**src/rtl/sdram_wb_protocol_monitor.sv**
```systemverilog
// Passive checker for SDRAM controller init sequencing and Wishbone slave handshakes.
// Raises sticky per-rule flags, a one-cycle error pulse and a saturating violation count.
module sdram_wb_protocol_monitor #(
  parameter int INIT_CYCLES   = 10000,
  parameter int NUM_AREF      = 2,
  parameter int PHASE_TIMEOUT = 1024,
  parameter int WB_TIMEOUT    = 256,
  parameter int ERR_CNT_W     = 8
) (
  input  logic                 clk,
  input  logic                 rst,
  input  logic                 sdram_init_done,
  input  logic                 cs,
  input  logic                 ras,
  input  logic                 cas,
  input  logic                 we,
  input  logic                 cycle,
  input  logic                 strb,
  input  logic                 ack,
  input  logic                 err_clr,
  output logic [7:0]           err_flags,
  output logic                 err_pulse,
  output logic [ERR_CNT_W-1:0] err_count,
  output logic                 init_ok,
  output logic [2:0]           init_state,
  output logic [3:0]           aref_cnt
);

  localparam int MAX_CYC = (INIT_CYCLES > PHASE_TIMEOUT) ? INIT_CYCLES : PHASE_TIMEOUT;
  localparam int CNT_W   = $clog2(MAX_CYC + 1);
  localparam int STALL_W = $clog2(WB_TIMEOUT + 1);

  typedef enum logic [2:0] {
    S_IDLE = 3'd0,
    S_NOPW = 3'd1,
    S_PRE  = 3'd2,
    S_AREF = 3'd3,
    S_MRS  = 3'd4,
    S_DONE = 3'd5
  } state_t;

  state_t             state, state_nx;
  logic [CNT_W-1:0]   cnt;
  logic [STALL_W-1:0] stall_cnt;
  logic               init_done_q;
  logic               first_q;
  logic               ok_nx;
  logic [3:0]         aref_nx;
  logic [7:0]         viol;
  logic               cmd_nop, cmd_pre, cmd_aref, cmd_mrs;
  logic               done_fall, done_rise, phase_to, wb_req;

  assign cmd_nop   = !cs &&  ras &&  cas &&  we;
  assign cmd_pre   = !cs && !ras &&  cas && !we;
  assign cmd_aref  = !cs && !ras && !cas &&  we;
  assign cmd_mrs   = !cs && !ras && !cas && !we;
  assign done_fall = !sdram_init_done &&  init_done_q;
  assign done_rise =  sdram_init_done && !init_done_q;
  assign phase_to  = (cnt == CNT_W'(PHASE_TIMEOUT - 1));
  assign wb_req    = cycle && strb;
  assign init_state = state;

  always_ff @(posedge clk) begin
    if (!rst) state <= S_IDLE;
    else      state <= state_nx;
  end

  // Phase sequencing plus all per-cycle rule evaluation
  always_comb begin
    state_nx = state;
    ok_nx    = init_ok;
    aref_nx  = aref_cnt;
    viol     = '0;
    if (state == S_AREF && cmd_aref && aref_cnt != 4'hF) aref_nx = aref_cnt + 4'd1;
    case (state)
      S_IDLE, S_DONE: begin
        if (done_fall) begin
          state_nx = S_NOPW;
          aref_nx  = '0;
          ok_nx    = 1'b0;
        end
      end
      S_NOPW: begin
        if (!cs && !cmd_nop) viol[0] = 1'b1;
        if (done_rise) begin
          viol[1]  = 1'b1;
          state_nx = S_DONE;
          ok_nx    = 1'b0;
        end else if (cnt == CNT_W'(INIT_CYCLES - 1)) begin
          state_nx = S_PRE;
        end
      end
      S_PRE: begin
        if (done_rise) begin
          viol[1]  = 1'b1;
          state_nx = S_DONE;
          ok_nx    = 1'b0;
        end else if (cmd_pre) begin
          state_nx = S_AREF;
        end else if (phase_to) begin
          viol[2]  = 1'b1;
          state_nx = S_IDLE;
        end
      end
      S_AREF: begin
        if (done_rise) begin
          viol[1]  = 1'b1;
          state_nx = S_DONE;
          ok_nx    = 1'b0;
        end else if (cmd_mrs) begin
          if (aref_cnt < 4'(NUM_AREF)) viol[3] = 1'b1;
          state_nx = S_MRS;
        end else if (phase_to) begin
          viol[2]  = 1'b1;
          state_nx = S_IDLE;
        end
      end
      S_MRS: begin
        if (done_rise) begin
          state_nx = S_DONE;
          ok_nx    = (err_flags[3:0] == 4'h0);
        end else if (phase_to) begin
          viol[2]  = 1'b1;
          state_nx = S_IDLE;
        end
      end
      default: state_nx = S_IDLE;
    endcase
    viol[4] = strb && !cycle;
    viol[5] = ack && !wb_req;
    viol[6] = first_q && (cycle || strb);
    viol[7] = wb_req && !ack && (stall_cnt == STALL_W'(WB_TIMEOUT - 1));
  end

  always_ff @(posedge clk) begin
    if (!rst) begin
      cnt         <= '0;
      stall_cnt   <= '0;
      aref_cnt    <= '0;
      init_ok     <= 1'b0;
      init_done_q <= 1'b1;
      first_q     <= 1'b1;
      err_flags   <= '0;
      err_pulse   <= 1'b0;
      err_count   <= '0;
    end else begin
      init_done_q <= sdram_init_done;
      first_q     <= 1'b0;
      aref_cnt    <= aref_nx;
      init_ok     <= ok_nx;
      if (state_nx != state || state == S_IDLE || state == S_DONE) cnt <= '0;
      else                                                         cnt <= cnt + CNT_W'(1);
      // Stall counter parks at the limit so a hung request reports only once
      if (wb_req && !ack) begin
        if (stall_cnt != STALL_W'(WB_TIMEOUT)) stall_cnt <= stall_cnt + STALL_W'(1);
      end else begin
        stall_cnt <= '0;
      end
      err_pulse <= |viol;
      if (err_clr) begin
        err_flags <= viol;
        err_count <= (|viol) ? ERR_CNT_W'(1) : '0;
      end else begin
        err_flags <= err_flags | viol;
        if ((|viol) && err_count != '1) err_count <= err_count + ERR_CNT_W'(1);
      end
    end
  end

endmodule

```
**config.mk**
```make
export PLATFORM = sky130hd
export DESIGN_NAME = sdram_wb_protocol_monitor
export DESIGN_NICKNAME = d
export VERILOG_FILES = /design/src/rtl/sdram_wb_protocol_monitor.sv
export SDC_FILE = /design/constraint.sdc
export NUM_CORES = 1
export LEC_CHECK = 0
export ABC_CLOCK_PERIOD_IN_PS = 3280
export BUFFER_PORTS_ARGS = -buffer_cell sky130_fd_sc_hd__clkbuf_2
export CAP_MARGIN = 10
export CORE_MARGIN = 2
export CORE_UTILIZATION = 40
export DETAILED_ROUTE_END_ITERATION = 8
export GPL_TIMING_DRIVEN = 0
export HOLD_SLACK_MARGIN = 0.1
export PLACE_DENSITY = 0.64
export SLEW_MARGIN = 0
export SYNTH_ARGS = -nofsm -noshare
export SYNTH_HDL_FRONTEND = slang
export SYNTH_SLANG_ARGS = --single-unit
```
**constraint.sdc**
```tcl
create_clock -name clk -period 3.28 [get_ports clk]
set_clock_uncertainty 0.05 [all_clocks]
set_input_delay 0.656 -clock clk [delete_from_list [all_inputs] [get_ports clk]]
set_output_delay 0.656 -clock clk [all_outputs]
set_load 0.05 [all_outputs]
```
# --- Word level (Yosys, flattened, before mapping) ---
# Index checks and enable logic that the tools add are counted.
op_classes:
  addsub: 4
  multipliers: 0
  n_div: 0
  magnitude_cmp: 1
  n_eq_ne: 15
  shifts: 0
  n_mux: 36
  n_bitwise: 2
  n_reduce_logical: 44
op_table:
  columns: ["operator", "n"]
  rows:
  - ["2-to-1 mux 3 bit", 9]
  - ["2-to-1 mux 8 bit", 3]
  - ["logical AND 1 bit", 21]
  - ["2-to-1 mux 1 bit", 17]
  - ["case mux 3 bit (5 select lines)", 1]
  - ["adder 14 x 1 -> 14 bit (second input constant)", 1]
  - ["== test 14 x 10 -> 1 bit (second input constant)", 1]
  - ["== test 14 bit (second input constant)", 1]
  - ["2-to-1 mux 4 bit", 3]
  - ["zero test 1 bit", 10]
  - ["adder 9 x 1 -> 9 bit (second input constant)", 1]
  - ["== test 9 x 8 -> 1 bit (second input constant)", 1]
  - ["!= test 9 bit (second input constant)", 1]
  - ["adder 8 x 1 -> 8 bit (second input constant)", 1]
  - ["!= test 8 bit (second input constant)", 1]
  - ["bitwise OR 8 bit", 1]
  - ["OR reduction 8 bit", 1]
  - ["== test 3 x 2 -> 1 bit (second input constant)", 2]
  - ["== test 3 bit (second input constant)", 2]
  - ["case mux 1 bit (3 select lines)", 2]
  - ["adder 4 x 1 -> 4 bit (second input constant)", 1]
  - ["zero test 4 bit", 1]
  - ["less-than comparator 4 x 2 -> 1 bit (second input constant)", 1]
  - ["!= test 2 bit (second input constant)", 2]
  - ["14 further kinds", 17]
totals:
  reg_bits: 50
  latch_bits: 0
  ramBits: 0
  rom_bits: 0
  inputBits: 11
  out_inout_bits: 25
  word_cells: 112
  n_memories: 0

# --- Logic depth before layout (Yosys ltp) ---
logic_depth:
  ltp_word: 12
  mapped_depth: 12
  depth_no_buf: 10

# --- Least setup slack after synthesis ---
# Ideal clock, no wire load.
synth_path:
  kind: "reg-to-reg"
  from: "register state[2], in the netlist init_state[2]"
  to: "register err_count[3]"
  setup_ns: 0.070
  t_arrival_ns: 2.244
  required_ns: 3.160
  setup_slack_ns: 0.916
  stages_incl_launch_ff: 9
  path_buffers: 2
  synth_period_minus_slack_ns: 2.364
  path_cell_list: "dfxtp_1 -> buf_6 -> or3b_1 -> a21oi_1 -> o2111ai_1 -> and4_1 -> buf_6 -> or4_1 -> a21oi_1"
synth_between:
  elab_chain_len: 6
  elab_cells_between_ends: 12
  cone_classes: "4 x eq/ne; 4 x mux; 4 x reduce/logical"
synth_lines:
  columns: ["element", "line", "rtl"]
  rows:
  - ["start, declared", "42", "state_t state, state_nx;"]
  - ["start signal, assigned", "65", "else state <= state_nx;"]
  - ["== test 3 x 2 -> 1 bit / == test 3 x 1 -> 1 bit (equally long branches)", "75", "case (state)"]
  - ["OR reduction 3 bit (no line)", null, null]
  - ["2-to-1 mux 1 bit", null, null]
  - ["OR reduction 8 bit *", "165", "if ((|viol) && err_count != '1) err_count <= err_count + ERR_CNT_W'(1);"]
  - ["logical AND 1 bit *", "165", null]
  - ["nonzero test 2 bit (no line) *", null, null]
  - ["end signal, assigned", "162", "err_count <= (|viol) ? ERR_CNT_W'(1) : '0;"]
  - ["end signal, assigned", "165", null]
  - ["end, declared", "23", "output logic [ERR_CNT_W-1:0] err_count,"]
# Mark *: on every way between the ends. The rest lies on a longest branch, timed or not.
# A chain may end at the register's enable or synchronous reset.

# --- Final worst setup path ---
layout_path:
  from: "register cnt[0]"
  to: "register cnt[7]"
layout_between:
  elab_chain_len: 9
  elab_cells_between_ends: 16
  cone_classes: "1 x add/sub; 3 x eq/ne; 9 x mux; 3 x reduce/logical"
layout_lines:
  columns: ["element", "line", "rtl"]
  rows:
  - ["start, declared", "43", "logic [CNT_W-1:0] cnt;"]
  - ["start signal, assigned", "152", "else cnt <= cnt + CNT_W'(1);"]
  - ["== test 14 x 10 -> 1 bit", "59", "assign phase_to = (cnt == CNT_W'(PHASE_TIMEOUT - 1));"]
  - ["2-to-1 mux 3 bit", "100, 113, 122", null]
  - ["2-to-1 mux 3 bit (on tied branches)", "110, 98", null]
  - ["2-to-1 mux 3 bit (on tied branches)", "106, 94", null]
  - ["case mux 3 bit (5 select lines)", "75", null]
  - ["!= test 3 bit", "151", "if (state_nx != state || state == S_IDLE || state == S_DONE) cnt <= '0;"]
  - ["logical OR 1 bit (2 in series)", "151", null]
  - ["OR reduction 2 bit (no line)", null, null]
# Parallel ways exist; a longest one is shown, timed or not.

==> impl_results.md <==
* Top post-synthesis cells by area: dfxtp_1 40%, nor2_1 6.5%, a21oi_1 5.2%
* EDFF count, synth at 0
* Ports at 36
* Total grt overflow at 0
* Later-pin clock latency in the skew report at 300 ps
* Min-Delay Path Class: reg2reg
* Post-Syn Instances at slightly above 300
* Post-Layout Cell Count at around 420
* Placed cells at 415
* Net count after synthesis at 323
* Outcome: finished clean
* Number of setup violations in the final report at 0
* Dominant synthesized flop cell: dfxtp_1
* RSZ-0062 raised after global routing: false
* Clk pwr share at 0.348
* Internal power at 0.846 mW
* Tot GR Track Use at 0.156
* DIE WIDTH at 82.9 um
* Fill cells at 609
* Critical path class: reg2reg
* Final hold vios at 0
* Multi-input logic area at 0.00137 mm2
* Worst Tran Pin Value at 494 ps
* VDD IR-drop max at 0.000201 V
* Hold Slack at between 400 and 500 ps
* MaxCap Viol Count at 0
* Number of global-route vias before repair at 2020
* Via count at 2269
* CTS buffer count at 5
* First-pass GRT wire length at a little over 9000 um
* Total Routed Length at approximately 5300 um
* Critical Path Fanout Max at 10
* PostCTS Resize Cnt at 0
* Worst slack at placement at 585 ps
* Netlist cell types at 47
* Crit path launch type: register
* Crit path DAT at 2670 ps
* Initial DRC count at 174
* Via density at around 5.4
* Clock Tree Buf Depth at 2
* Crit. End Element: register
* Setup slack after layout at 745 ps
* Routed wire per std cell at 12.6 um
* Die footprint at ~0.0069 mm2
* Final nets at 364
* Antenna-violating nets left at 0
* Cell area after synthesis at approximately 0.0025 mm2
* Switching power at 0.297 mW
* Maximum number of pins on one net before global-route repair at 16
* Synth area leader: dfxtp_1
* Max-slew headroom at 0.667
* Setup Fix Bufs, Post-CTS at 0
* Seq pwr share at 0.547
* Commonest non-fill, non-tap cell in the layout: dfxtp_1
* Setup tns final at 0 ps
* Starting Density at 0.418
* H-tree levels at 2
* Yosys warnings at 0
* DR pass1 iterations at 5
* CTS Hold Buffers Added at 0
* TritonCTS clock tree: yes
* DP HPWL at 3910 um
* Max-slew violations at 0
* IO Port Bufs at 34
* Sink Count at 50
* Final min period at ~2500 ps
* Comb power frac at 0.106
* Initial antenna violation count at 0
* Placer Congestion at 0.803
* Synthesis-to-layout area growth at 14.8%
* Seq/Total Area, Yosys at 0.402
* P per Cell Area at 400 mW/mm2
* Worst endpoint required time at 3410 ps
* Fmax at between 300 and 400 MHz
* Row count at 28
* Post-synth ARST share at 0
* Switching share of total power at 0.260
* CTS clk-pin slew, worst paths at approximately 90 ps
* Synthesized flop and latch total at 50
* Leak at 1.04 nW
* Share of cells above drive strength 1 at 0.141
* Vert. Die Dim at 82.9 um
* FF+latch area at between 0.001 and 0.0015 mm2
* Ant diodes at 0
* Part of the cycle the worst path needs at 0.773
* Residual DRC at 0
* Area share of the largest cell type after synthesis at 0.402
* Core area at around 0.0060 mm2
* Syn Area/Cell at 8.15 um2
* CTS root buffer: clkbuf_8
* Commonest non-fill, non-tap cells in the layout: 50 x dfxtp_1, 43 x nor2_1, 34 x clkbuf_2
-- synth_stat cells, types with 4 or more instances --
| library cell | instances |
|---|---|
| nand2_1 | 24 |
| nand2b_1 | 8 |
| xor2_1 | 12 |
| o21ai_0 | 10 |
| dfxtp_1 | 50 |
| and3_1 | 6 |
| clkbuf_1 | 11 |
| or3_1 | 6 |
| inv_1 | 9 |
| xnor2_1 | 10 |
| ha_1 | 6 |
| o31ai_1 | 4 |
| nor4_1 | 4 |
| nor2_1 | 43 |
| a21oi_1 | 26 |
| o2111ai_1 | 4 |
| nand3_1 | 17 |
| nand4_1 | 6 |
-- state kept, by name, indices dropped and copies added, names as in the netlist --
signal / count
cnt: 14
init_ok: 1
err_flags: 8
init_state: 3
init_done_q: 1
first_q: 1
aref_cnt: 4
err_count: 8
err_pulse: 1
stall_cnt: 9
-- cell families after synthesis --
family	Yosys count	synth area share
AOI/OAI and AO/OA	65	0.166
DFF	50	0.402
buffers and inverters	27	0.0482
xor gates and xnor gates	22	0.0773
adders and majority gates	6	0.0301
and+or+nand+nor	136	0.277
-- metrics by stage --
step / total power, mW / utilization / cell area, um2
2_1_floorplan: 0.725 / - / 2490
3_3_place_gp: 0.759 / 0.463 / 2760
3_5_place_dp: 0.759 / 0.463 / 2760
4_1_cts: 1.16 / 0.480 / 2860
5_1_grt: 1.19 / 0.480 / 2860
6_report: 1.14 / 0.480 / 2860
-- cell type report --
class                   count  area share
plain buffers              17      0.0289
inverters                  10      0.0131
clock inverters             1     0.00306
clock buffers               7      0.0337
multi-input cells         229       0.479
repair buffers             34      0.0595
flip-flops and latches     50       0.350
well taps                  75      0.0328
-- routing by layer --
metal | part of all wire | track usage
met5 | 0 | 0
met4 | 0.011 | 0.0566
met3 | 0.043 | 0.0328
met2 | 0.44 | 0.247
met1 | 0.50 | 0.209
-- path summary, 6_finish.rpt --
check               startpoint      endpoint  slack, ps  cells past startpoint
setup / recovery        cnt[0]        cnt[7]        740                      9
hold / removal    err_flags[6]  err_flags[6]        410                      2
setup reg to reg        cnt[0]        cnt[7]        740                      9
hold reg to reg   err_flags[6]  err_flags[6]        410                      2
-- power by group through the flow --
stage                     clock network [mW]  logic (mW)  registers (mW)
after floorplan                            0      0.0606           0.665
after global placement                     0       0.120           0.639
after detailed placement                   0       0.120           0.640
after CTS                              0.414       0.121           0.625
after global routing                   0.434       0.132           0.627
final                                  0.398       0.121           0.625
-- worst max-delay path, stage by stage, from the launching register on --
cell and delay [ps]:
dfxtp_1 380, ha_1 190, and3_1 140, buf_2 160, nand3_1 140, and3b_1 310
o32ai_1 120, o2111ai_1 430, clkbuf_1 390, nor2_1 100
No activity file was read; power rests on OpenSTA's default activity.
